### src/rtl/ctrl_issue_pkg.sv
// Shared constants and types for the ctrl_issue head-end of the FC datapath.
// The drain depth is the sum of the downstream ctrl delay stages.
package ctrl_issue_pkg;

    localparam int D_MAC  = 4;
    localparam int D_BIAS = 2;
    localparam int D_RELU = 2;

    localparam int DEF_D_DRAIN   = D_MAC + D_BIAS + D_RELU;
    localparam int DEF_DWIDTH_SZ = 16;

    typedef enum logic [1:0] {
        S_IDLE,
        S_RUN,
        S_DRAIN,
        S_DONE
    } state_e;

endpackage

### src/rtl/ctrl_issue_cnt.sv
// Nested input/output index counter for ctrl_issue: in_idx is the inner loop,
// out_idx the outer; exposes the wrap and final-beat flags for the current selection.
module ctrl_issue_cnt
    import ctrl_issue_pkg::*;
#(
    parameter int W = DEF_DWIDTH_SZ
) (
    input  logic         clk,
    input  logic         xrst,
    input  logic         clr_i,
    input  logic         en_i,
    input  logic [W-1:0] inSize_i,
    input  logic [W-1:0] outSize_i,
    output logic [W-1:0] inIdx_o,
    output logic         lastIn_o,
    output logic         lastBeat_o
);

    logic [W-1:0] inIdx_q, inIdx_d;
    logic [W-1:0] outIdx_q, outIdx_d;
    logic         lastIn;
    logic         lastOut;

    assign lastIn  = (inIdx_q == inSize_i - W'(1));
    assign lastOut = (outIdx_q == outSize_i - W'(1));

    always_comb begin
        inIdx_d  = inIdx_q;
        outIdx_d = outIdx_q;
        if (clr_i) begin
            inIdx_d  = '0;
            outIdx_d = '0;
        end else if (en_i) begin
            if (lastIn) begin
                inIdx_d  = '0;
                outIdx_d = lastOut ? '0 : outIdx_q + W'(1);
            end else begin
                inIdx_d = inIdx_q + W'(1);
            end
        end
    end

    always_ff @(posedge clk) begin
        if (!xrst) begin
            inIdx_q  <= '0;
            outIdx_q <= '0;
        end else begin
            inIdx_q  <= inIdx_d;
            outIdx_q <= outIdx_d;
        end
    end

    assign inIdx_o    = inIdx_q;
    assign lastIn_o   = lastIn;
    assign lastBeat_o = lastIn && lastOut;

endmodule

### src/rtl/ctrl_issue.sv
// Head-end generator of the start/valid/stop ctrl stream for the FC datapath.
// Optional feature macro: CTRL_ISSUE_STALL_EN adds a stall input that freezes beat issue in S_RUN.
module ctrl_issue
    import ctrl_issue_pkg::*;
#(
    parameter int DWIDTH_SZ = DEF_DWIDTH_SZ,
    parameter int D_DRAIN   = DEF_D_DRAIN
) (
    input  logic                 clk,
    input  logic                 xrst,
    input  logic                 req,
    input  logic [DWIDTH_SZ-1:0] in_size,
    input  logic [DWIDTH_SZ-1:0] out_size,
`ifdef CTRL_ISSUE_STALL_EN
    input  logic                 stall,
`endif
    output logic                 out_ctrl_start,
    output logic                 out_ctrl_valid,
    output logic                 out_ctrl_stop,
    output logic [DWIDTH_SZ-1:0] in_addr,
    output logic [DWIDTH_SZ-1:0] w_addr,
    output logic                 busy,
    output logic                 ack
);

    localparam int DCW = (D_DRAIN > 1) ? $clog2(D_DRAIN) : 1;

    state_e               state_q;
    logic [DWIDTH_SZ-1:0] inSize_q, outSize_q;
    logic [DWIDTH_SZ-1:0] wCnt_q;
    logic [DCW-1:0]       drainCnt_q;
    logic                 lastIssued_q;
    logic                 start_q, valid_q, stop_q, busy_q, ack_q;
    logic [DWIDTH_SZ-1:0] inAddr_q, wAddr_q;

    logic                 stallIn;
    logic                 cntClr, cntEn;
    logic [DWIDTH_SZ-1:0] inIdx;
    logic                 lastIn, lastBeat;

`ifdef CTRL_ISSUE_STALL_EN
    assign stallIn = stall;
`else
    assign stallIn = 1'b0;
`endif

    assign cntClr = (state_q == S_IDLE) && req;
    assign cntEn  = (state_q == S_RUN) && !lastIssued_q && !stallIn;

    ctrl_issue_cnt #(
        .W(DWIDTH_SZ)
    ) u_cnt (
        .clk       (clk),
        .xrst      (xrst),
        .clr_i     (cntClr),
        .en_i      (cntEn),
        .inSize_i  (inSize_q),
        .outSize_i (outSize_q),
        .inIdx_o   (inIdx),
        .lastIn_o  (lastIn),
        .lastBeat_o(lastBeat)
    );

    // S_RUN keeps one extra cycle after the last beat so that beat is on the bus before draining.
    always_ff @(posedge clk) begin
        if (!xrst) begin
            state_q      <= S_IDLE;
            inSize_q     <= '0;
            outSize_q    <= '0;
            wCnt_q       <= '0;
            drainCnt_q   <= '0;
            lastIssued_q <= 1'b0;
            start_q      <= 1'b0;
            valid_q      <= 1'b0;
            stop_q       <= 1'b0;
            busy_q       <= 1'b0;
            ack_q        <= 1'b0;
            inAddr_q     <= '0;
            wAddr_q      <= '0;
        end else begin
            start_q <= 1'b0;
            valid_q <= 1'b0;
            stop_q  <= 1'b0;
            ack_q   <= 1'b0;
            case (state_q)
                S_IDLE: begin
                    if (req) begin
                        inSize_q     <= in_size;
                        outSize_q    <= out_size;
                        wCnt_q       <= '0;
                        lastIssued_q <= 1'b0;
                        busy_q       <= 1'b1;
                        if ((in_size == '0) || (out_size == '0)) begin
                            state_q    <= S_DRAIN;
                            drainCnt_q <= DCW'(D_DRAIN - 1);
                        end else begin
                            state_q <= S_RUN;
                        end
                    end
                end
                S_RUN: begin
                    if (lastIssued_q) begin
                        state_q    <= S_DRAIN;
                        drainCnt_q <= DCW'(D_DRAIN - 1);
                    end else if (!stallIn) begin
                        valid_q      <= 1'b1;
                        start_q      <= (inIdx == '0);
                        stop_q       <= lastIn;
                        inAddr_q     <= inIdx;
                        wAddr_q      <= wCnt_q;
                        wCnt_q       <= wCnt_q + DWIDTH_SZ'(1);
                        lastIssued_q <= lastBeat;
                    end
                end
                S_DRAIN: begin
                    if (drainCnt_q == '0) begin
                        state_q <= S_DONE;
                        ack_q   <= 1'b1;
                        busy_q  <= 1'b0;
                    end else begin
                        drainCnt_q <= drainCnt_q - DCW'(1);
                    end
                end
                S_DONE: begin
                    state_q <= S_IDLE;
                end
                default: begin
                    state_q <= S_IDLE;
                end
            endcase
        end
    end

    assign out_ctrl_start = start_q;
    assign out_ctrl_valid = valid_q;
    assign out_ctrl_stop  = stop_q;
    assign in_addr        = inAddr_q;
    assign w_addr         = wAddr_q;
    assign busy           = busy_q;
    assign ack            = ack_q;

endmodule

### config.mk
export PLATFORM = sky130hd
export DESIGN_NAME = ctrl_issue
export DESIGN_NICKNAME = d
export VERILOG_FILES = /design/src/rtl/ctrl_issue_pkg.sv /design/src/rtl/ctrl_issue_cnt.sv /design/src/rtl/ctrl_issue.sv
export SDC_FILE = /design/constraint.sdc
export NUM_CORES = 1
export LEC_CHECK = 0
export ABC_AREA = 0
export BUFFER_PORTS_ARGS = -buffer_cell sky130_fd_sc_hd__clkbuf_2
export CAP_MARGIN = 25
export CORE_ASPECT_RATIO = 0.6
export CORE_MARGIN = 5
export CORE_UTILIZATION = 40
export DETAILED_ROUTE_END_ITERATION = 16
export GPL_ROUTABILITY_DRIVEN = 0
export GPL_TIMING_DRIVEN = 0
export SLEW_MARGIN = 0
export SYNTH_ARGS = -nofsm -noshare
export SYNTH_HDL_FRONTEND = slang
export SYNTH_SLANG_ARGS = --single-unit
### constraint.sdc
create_clock -name clk -period 2.97 [get_ports clk]
set_input_delay 0.297 -clock clk [delete_from_list [all_inputs] [get_ports clk]]
set_output_delay 0.297 -clock clk [all_outputs]
set_load 0.02 [all_outputs]
==> results.env <==
LAYOUT_COMMON_CELLS='sky130_fd_sc_hd__nand2_1 (170), sky130_fd_sc_hd__dfxtp_1 (114), sky130_fd_sc_hd__a21oi_1 (94), sky130_fd_sc_hd__clkbuf_2 (71), sky130_fd_sc_hd__nor2_1 (55)'
SYNTHTOLAYOUTAREAGROWTH_PCT=27.8
CRITICAL_PATH.REG2REG.STARTPOINT='inSize_q[8]$_SDFFE_PN0P_'
WORST-ENDPOINT-ARRIVAL_NS=3.59
DIE-AREA_SQ_MM=0.0183
FIRST_ITERATION_DETAILED_ROUTING_DRC_COUNT=581
ASYNC_FLOP_SHARE_PCT=0
WORST_R2R_PATH_DEPTH=9
RELATIVE_SLEW_SLACK_PCT=38.9
VIASPERCELL=5.30
SYNTH-SEQ-AREA-SHARE_PCT=39.4
N_ANTENNA_CELL=0
TOP_CELLS_BY_AREA_IN_THE_SYNTHESIZED_NETLIST='sky130_fd_sc_hd__dfxtp_1 (39%), sky130_fd_sc_hd__nand2_1 (10%), sky130_fd_sc_hd__a21oi_1 (7.8%)'
FIN_UTIL_PCT=52.0
GRTUSAGETOTAL_PCT=19.9
CLOCK_TREE.ROOT_CELL='sky130_fd_sc_hd__clkbuf_16'
SYNTH_FF_TYPE='sky130_fd_sc_hd__dfxtp_1'
CELL_BY_CELL_LISTING_OF_THE_CRITICAL_PATH='or3_4, nor4_4, nand2_1, or3_4, a211o_1, or4b_4, buf_8, or4_4, a21oi_2'
POST_ROUTE_CELLS_DRIVE_ABOVE_1_SHARE_PCT=20.7
CRITICAL_PATH.ENDPOINT_TYPE='flop'
PATH_BUF_INV=1
FINAL-SETUP-VIOL-COUNT=30
POWER_FRAC_SEQ_PCT=30.8
POST_DETAILED_ROUTE_COUNT_OF_ANTENNA_VIOLATING_NETS=0
TIMING.CRITICAL_PATH.FANOUT_MAX=10
HOLD_CRIT_PATH_TYPE='primary input to flop'
IO_COUNT=72
CTS_INSERTED_BUFFERS=17
VIAS=5948
SKEW_NS=0.0117
P_COMB_SHARE_PCT=33.9
POST-ROUTE-PERIOD-UTIL_PCT=109
CRIT_PATH_START_KIND='flop'
WORST-R2R-SETUP-SLACK_NS=-0.28
CRITICAL_PATH.TOP_DELAY_FAMILY='simple AND/OR/NAND/NOR gates'
REG2REG_TO='u_cnt.outIdx_q[8]$_SDFFE_PP0P_'
CORE.ROWCOUNT=35
TIGHTEST_SLEW_NS=0.909
WORST_PATH_MAX_DELAY_CELL='sky130_fd_sc_hd__or4b_4'
WORSTHOLDSTART='out_size[14]'
UNREPAIRED_SETUP_ENDPOINTS_AFTER_GLOBAL_ROUTING='true'
NUMBER_OF_SEARCH_AND_REPAIR_ITERATIONS_IN_THE_FIRST_DETAILED_ROUTING_PASS=5
DIE_Y_UM=107
TIMING.CRITICAL_PATH.MODE_CELL='sky130_fd_sc_hd__or3_4'
SYNTH_WARNINGS=0
ANTENNA_FOUND_INITIAL=0
CTSHOLDBUFFERS=0
P_PER_AREA_mW_PER_MM2=802
CTS_TREE='built'
POST-SYNTH-TOP-AREA-CELL='sky130_fd_sc_hd__dfxtp_1'
SYNTH_AREA_PER_CELL_SQ_UM=7.83
GRT_START_MAX_NET_PINS=17
POST_SYNTH_INST_COUNT=797
GLOBAL_ROUTE.OVERFLOW_TOTAL=0
DIE_WIDTH_UM=171
CP_DATA_REQUIRED_TIME_NS=3.32
PINS_OVER_SLEW_LIMIT=0
TOTAL_AREA_OF_MULTI_INPUT_COMBINATIONAL_CELLS_SQ_MM=0.00378
SYNTHESIS.NETS=845
SYNTH-EDFF-COUNT=0
N_FILL_CELL=1508
VIOLATIONS='setup timing'
VDD.IR_DROP.WORST_uV=493
HOLD-PATH-CELL-COUNT=3
STATUS='complete, but fails checks'
SW_FRAC_OF_TOTAL_PCT=36.4
ROUTE.FINAL.WIRE_LENGTH_UM=17700
MAX_CLOCK_FREQ_GHz=0.308
POWER_SPENT_CHARGING_AND_DISCHARGING_NETS_uW=2330
WIRE_PER_INST_UM=15.7
WIRE_LENGTH_OF_THE_FIRST_GLOBAL_ROUTING_PASS_UM=29200
LAYOUT_SETUP_WS_NS=-0.278
STARTING_DENSITY_OF_THE_CORE_PCT=40.7
VIA_COUNT_OF_THE_FIRST_GLOBAL_ROUTING_PASS=5531
SHARE_CLK_OF_TOTAL_POWER_PCT=35.4
TIMING.CRITICAL_PATH.SLOWEST_CELL_DELAY_NS=0.54
ROUTE.DETAILED.DRC=0
CLOCK_LATENCY_NS=0.42
COMMONEST_NON_FILL_NON_TAP_CELL_IN_THE_LAYOUT='sky130_fd_sc_hd__nand2_1'
LEAKAGE_uW=0.00299
AREA.SEQUENTIAL_SQ_MM=0.00249
HOLD_VIOL=0
WORST_HOLD_PATH.ENDPOINT='outSize_q[14]$_SDFFE_PN0P_'
MAX_CAP_VIOL_COUNT=0
PATH_CLASS='flop to flop'
FINAL_MIN_PERIOD_NS=3.25
IO_BUFFERS=71
CTS.HTREE.LEVELS=4
CLK_PATH_BUF_DEPTH=2
SYNTH_CELL_TYPES=65
CORE_REGION_AREA_SQ_MM=0.0153
CLOCK_SINK_COUNT=123
SYNTH_LARGEST_TYPE_AREA_FRACTION_PCT=39.4
DP_HPWL_UM=13000
PATH_CLK_SLEW_NS=0.06
SYN-CELL-AREA_SQ_MM=0.00624
P_INT_uW=4070
SYNTH-SEQ-CELLS=123
TIMING.SETUP.TNS_NS=-3.95
FINAL_NETS=954
[worst register-to-register path, stage by stage (launching register included)]
cell                      delay [ns]
sky130_fd_sc_hd__dfxtp_4        0.35
sky130_fd_sc_hd__or3_4          0.40
sky130_fd_sc_hd__nor4_4         0.33
sky130_fd_sc_hd__nand2_1        0.12
sky130_fd_sc_hd__or3_4          0.38
sky130_fd_sc_hd__a211o_1        0.30
sky130_fd_sc_hd__or4b_4         0.54
sky130_fd_sc_hd__buf_8          0.16
sky130_fd_sc_hd__or4_4          0.48
sky130_fd_sc_hd__a21oi_2        0.14
[registers in the layout, indices dropped and copies added, names as in the netlist]
signal / count
inSize_q: 16
in_addr: 16
outSize_q: 16
u_cnt.inIdx_o: 16
u_cnt.outIdx_q: 16
wCnt_q: 16
w_addr: 16
drainCnt_q: 3
state_q: 2
ack: 1
busy: 1
lastIssued_q: 1
out_ctrl_start: 1
out_ctrl_stop: 1
out_ctrl_valid: 1
[through the flow]
| stage | hold slack [ns] | total power [uW] | setup WS (ns) | std cells | cell area [sq um] |
|---|---|---|---|---|---|
| 6_report | 0.110 | 6400 | -0.278 | 1122 | 7980 |
| 5_1_grt | 0.109 | 6770 | -0.369 | 1122 | 7980 |
| 4_1_cts | 0.0989 | 6280 | -0.194 | 1117 | 7810 |
| 3_5_place_dp | 0.447 | 3880 | -0.379 | 1071 | 6920 |
| 3_3_place_gp | 0.445 | 3880 | -0.376 | 1071 | 6920 |
| 2_1_floorplan | 0.425 | 3360 | -0.0571 | 797 | 6310 |
[cell usage after synthesis, types with 5 or more instances]
cell,n
sky130_fd_sc_hd__a21oi_1,97
sky130_fd_sc_hd__a31oi_1,5
sky130_fd_sc_hd__and3_1,15
sky130_fd_sc_hd__clkbuf_1,29
sky130_fd_sc_hd__dfxtp_1,123
sky130_fd_sc_hd__ha_1,13
sky130_fd_sc_hd__inv_1,18
sky130_fd_sc_hd__nand2_1,172
sky130_fd_sc_hd__nand2b_1,8
sky130_fd_sc_hd__nand3_1,27
sky130_fd_sc_hd__nand4_1,12
sky130_fd_sc_hd__nand4b_1,5
sky130_fd_sc_hd__nor2_1,56
sky130_fd_sc_hd__nor2b_1,10
sky130_fd_sc_hd__nor3_1,6
sky130_fd_sc_hd__nor4_1,20
sky130_fd_sc_hd__o21ai_0,15
sky130_fd_sc_hd__o22ai_1,5
sky130_fd_sc_hd__o31ai_1,11
sky130_fd_sc_hd__or3_1,9
sky130_fd_sc_hd__or4_1,10
sky130_fd_sc_hd__xnor2_1,24
sky130_fd_sc_hd__xor2_1,33
[timing repair]
action	4_1_cts	5_1_grt
buffers inserted	14	6
setup endpoints to repair	31	31
cloned	2	0
gates resized for setup	39	30
pin swaps	9	14
[power groups by stage]
| stage | sequential (uW) | clock (uW) | combinational, uW |
|---|---|---|---|
| 5_1_grt | 1990 | 2370 | 2410 |
| 6_report | 1970 | 2260 | 2170 |
| 2_1_floorplan | 1960 | 0 | 1400 |
| 3_3_place_gp | 1990 | 0 | 1890 |
| 4_1_cts | 1960 | 2300 | 2020 |
| 3_5_place_dp | 1990 | 0 | 1880 |
[worst max-delay path by stage]
| stage | start | to | slack (ns) | cells past startpoint |
|---|---|---|---|---|
| 2_1_floorplan | inSize_q[1]$_SDFFE_PN0P_ | u_cnt.outIdx_q[12]$_SDFFE_PP0P_ | -0.06 | 10 |
| 3_3_place_gp | inSize_q[3]$_SDFFE_PN0P_ | u_cnt.outIdx_q[12]$_SDFFE_PP0P_ | -0.38 | 11 |
| 3_5_place_dp | inSize_q[3]$_SDFFE_PN0P_ | u_cnt.outIdx_q[14]$_SDFFE_PP0P_ | -0.38 | 11 |
| 4_1_cts | inSize_q[6]$_SDFFE_PN0P_ | u_cnt.outIdx_q[10]$_SDFFE_PP0P_ | -0.19 | 9 |
| 5_1_grt | inSize_q[8]$_SDFFE_PN0P_ | u_cnt.outIdx_q[8]$_SDFFE_PP0P_ | -0.37 | 9 |
| 6_report | inSize_q[8]$_SDFFE_PN0P_ | u_cnt.outIdx_q[8]$_SDFFE_PP0P_ | -0.28 | 9 |
[layout make-up]
class | count | area share, %
Sequential cell | 123 | 31.2
Timing Repair Buffer | 92 | 6.62
Buffer | 40 | 2.79
Multi-Input combinational cell | 613 | 47.4
Tap cell | 203 | 3.18
Inverter | 19 | 0.894
Clock buffer | 17 | 5.33
Clock inverter | 15 | 2.65
[layer usage]
metal / part of all wire [%] / track usage, % / routed length (um) / vias to the layer above
met4: 0.63 / 4.07 / 111 / 0
met2: 39 / 27.0 / 6850 / 144
met3: 5.3 / 3.87 / 929 / 12
met1: 55 / 32.0 / 9760 / 2788
met5: 0 / 0 / 0 / -
li1: - / - / - / 3004
[kinds of logic (layout without fill, tap and decap cells)]
| group | Yosys count | after routing | share of synthesized area (%) |
|---|---|---|---|
| mux | 5 | 5 | 0.842 |
| xor+xnor | 57 | 57 | 8.00 |
| simple gates | 376 | 376 | 29.5 |
| fa+ha+maj | 13 | 13 | 2.61 |
| flops | 123 | 123 | 39.4 |
| buf+inv | 61 | 183 | 4.19 |
| compound gates | 162 | 162 | 15.4 |
(Power assumes the default switching activity.)
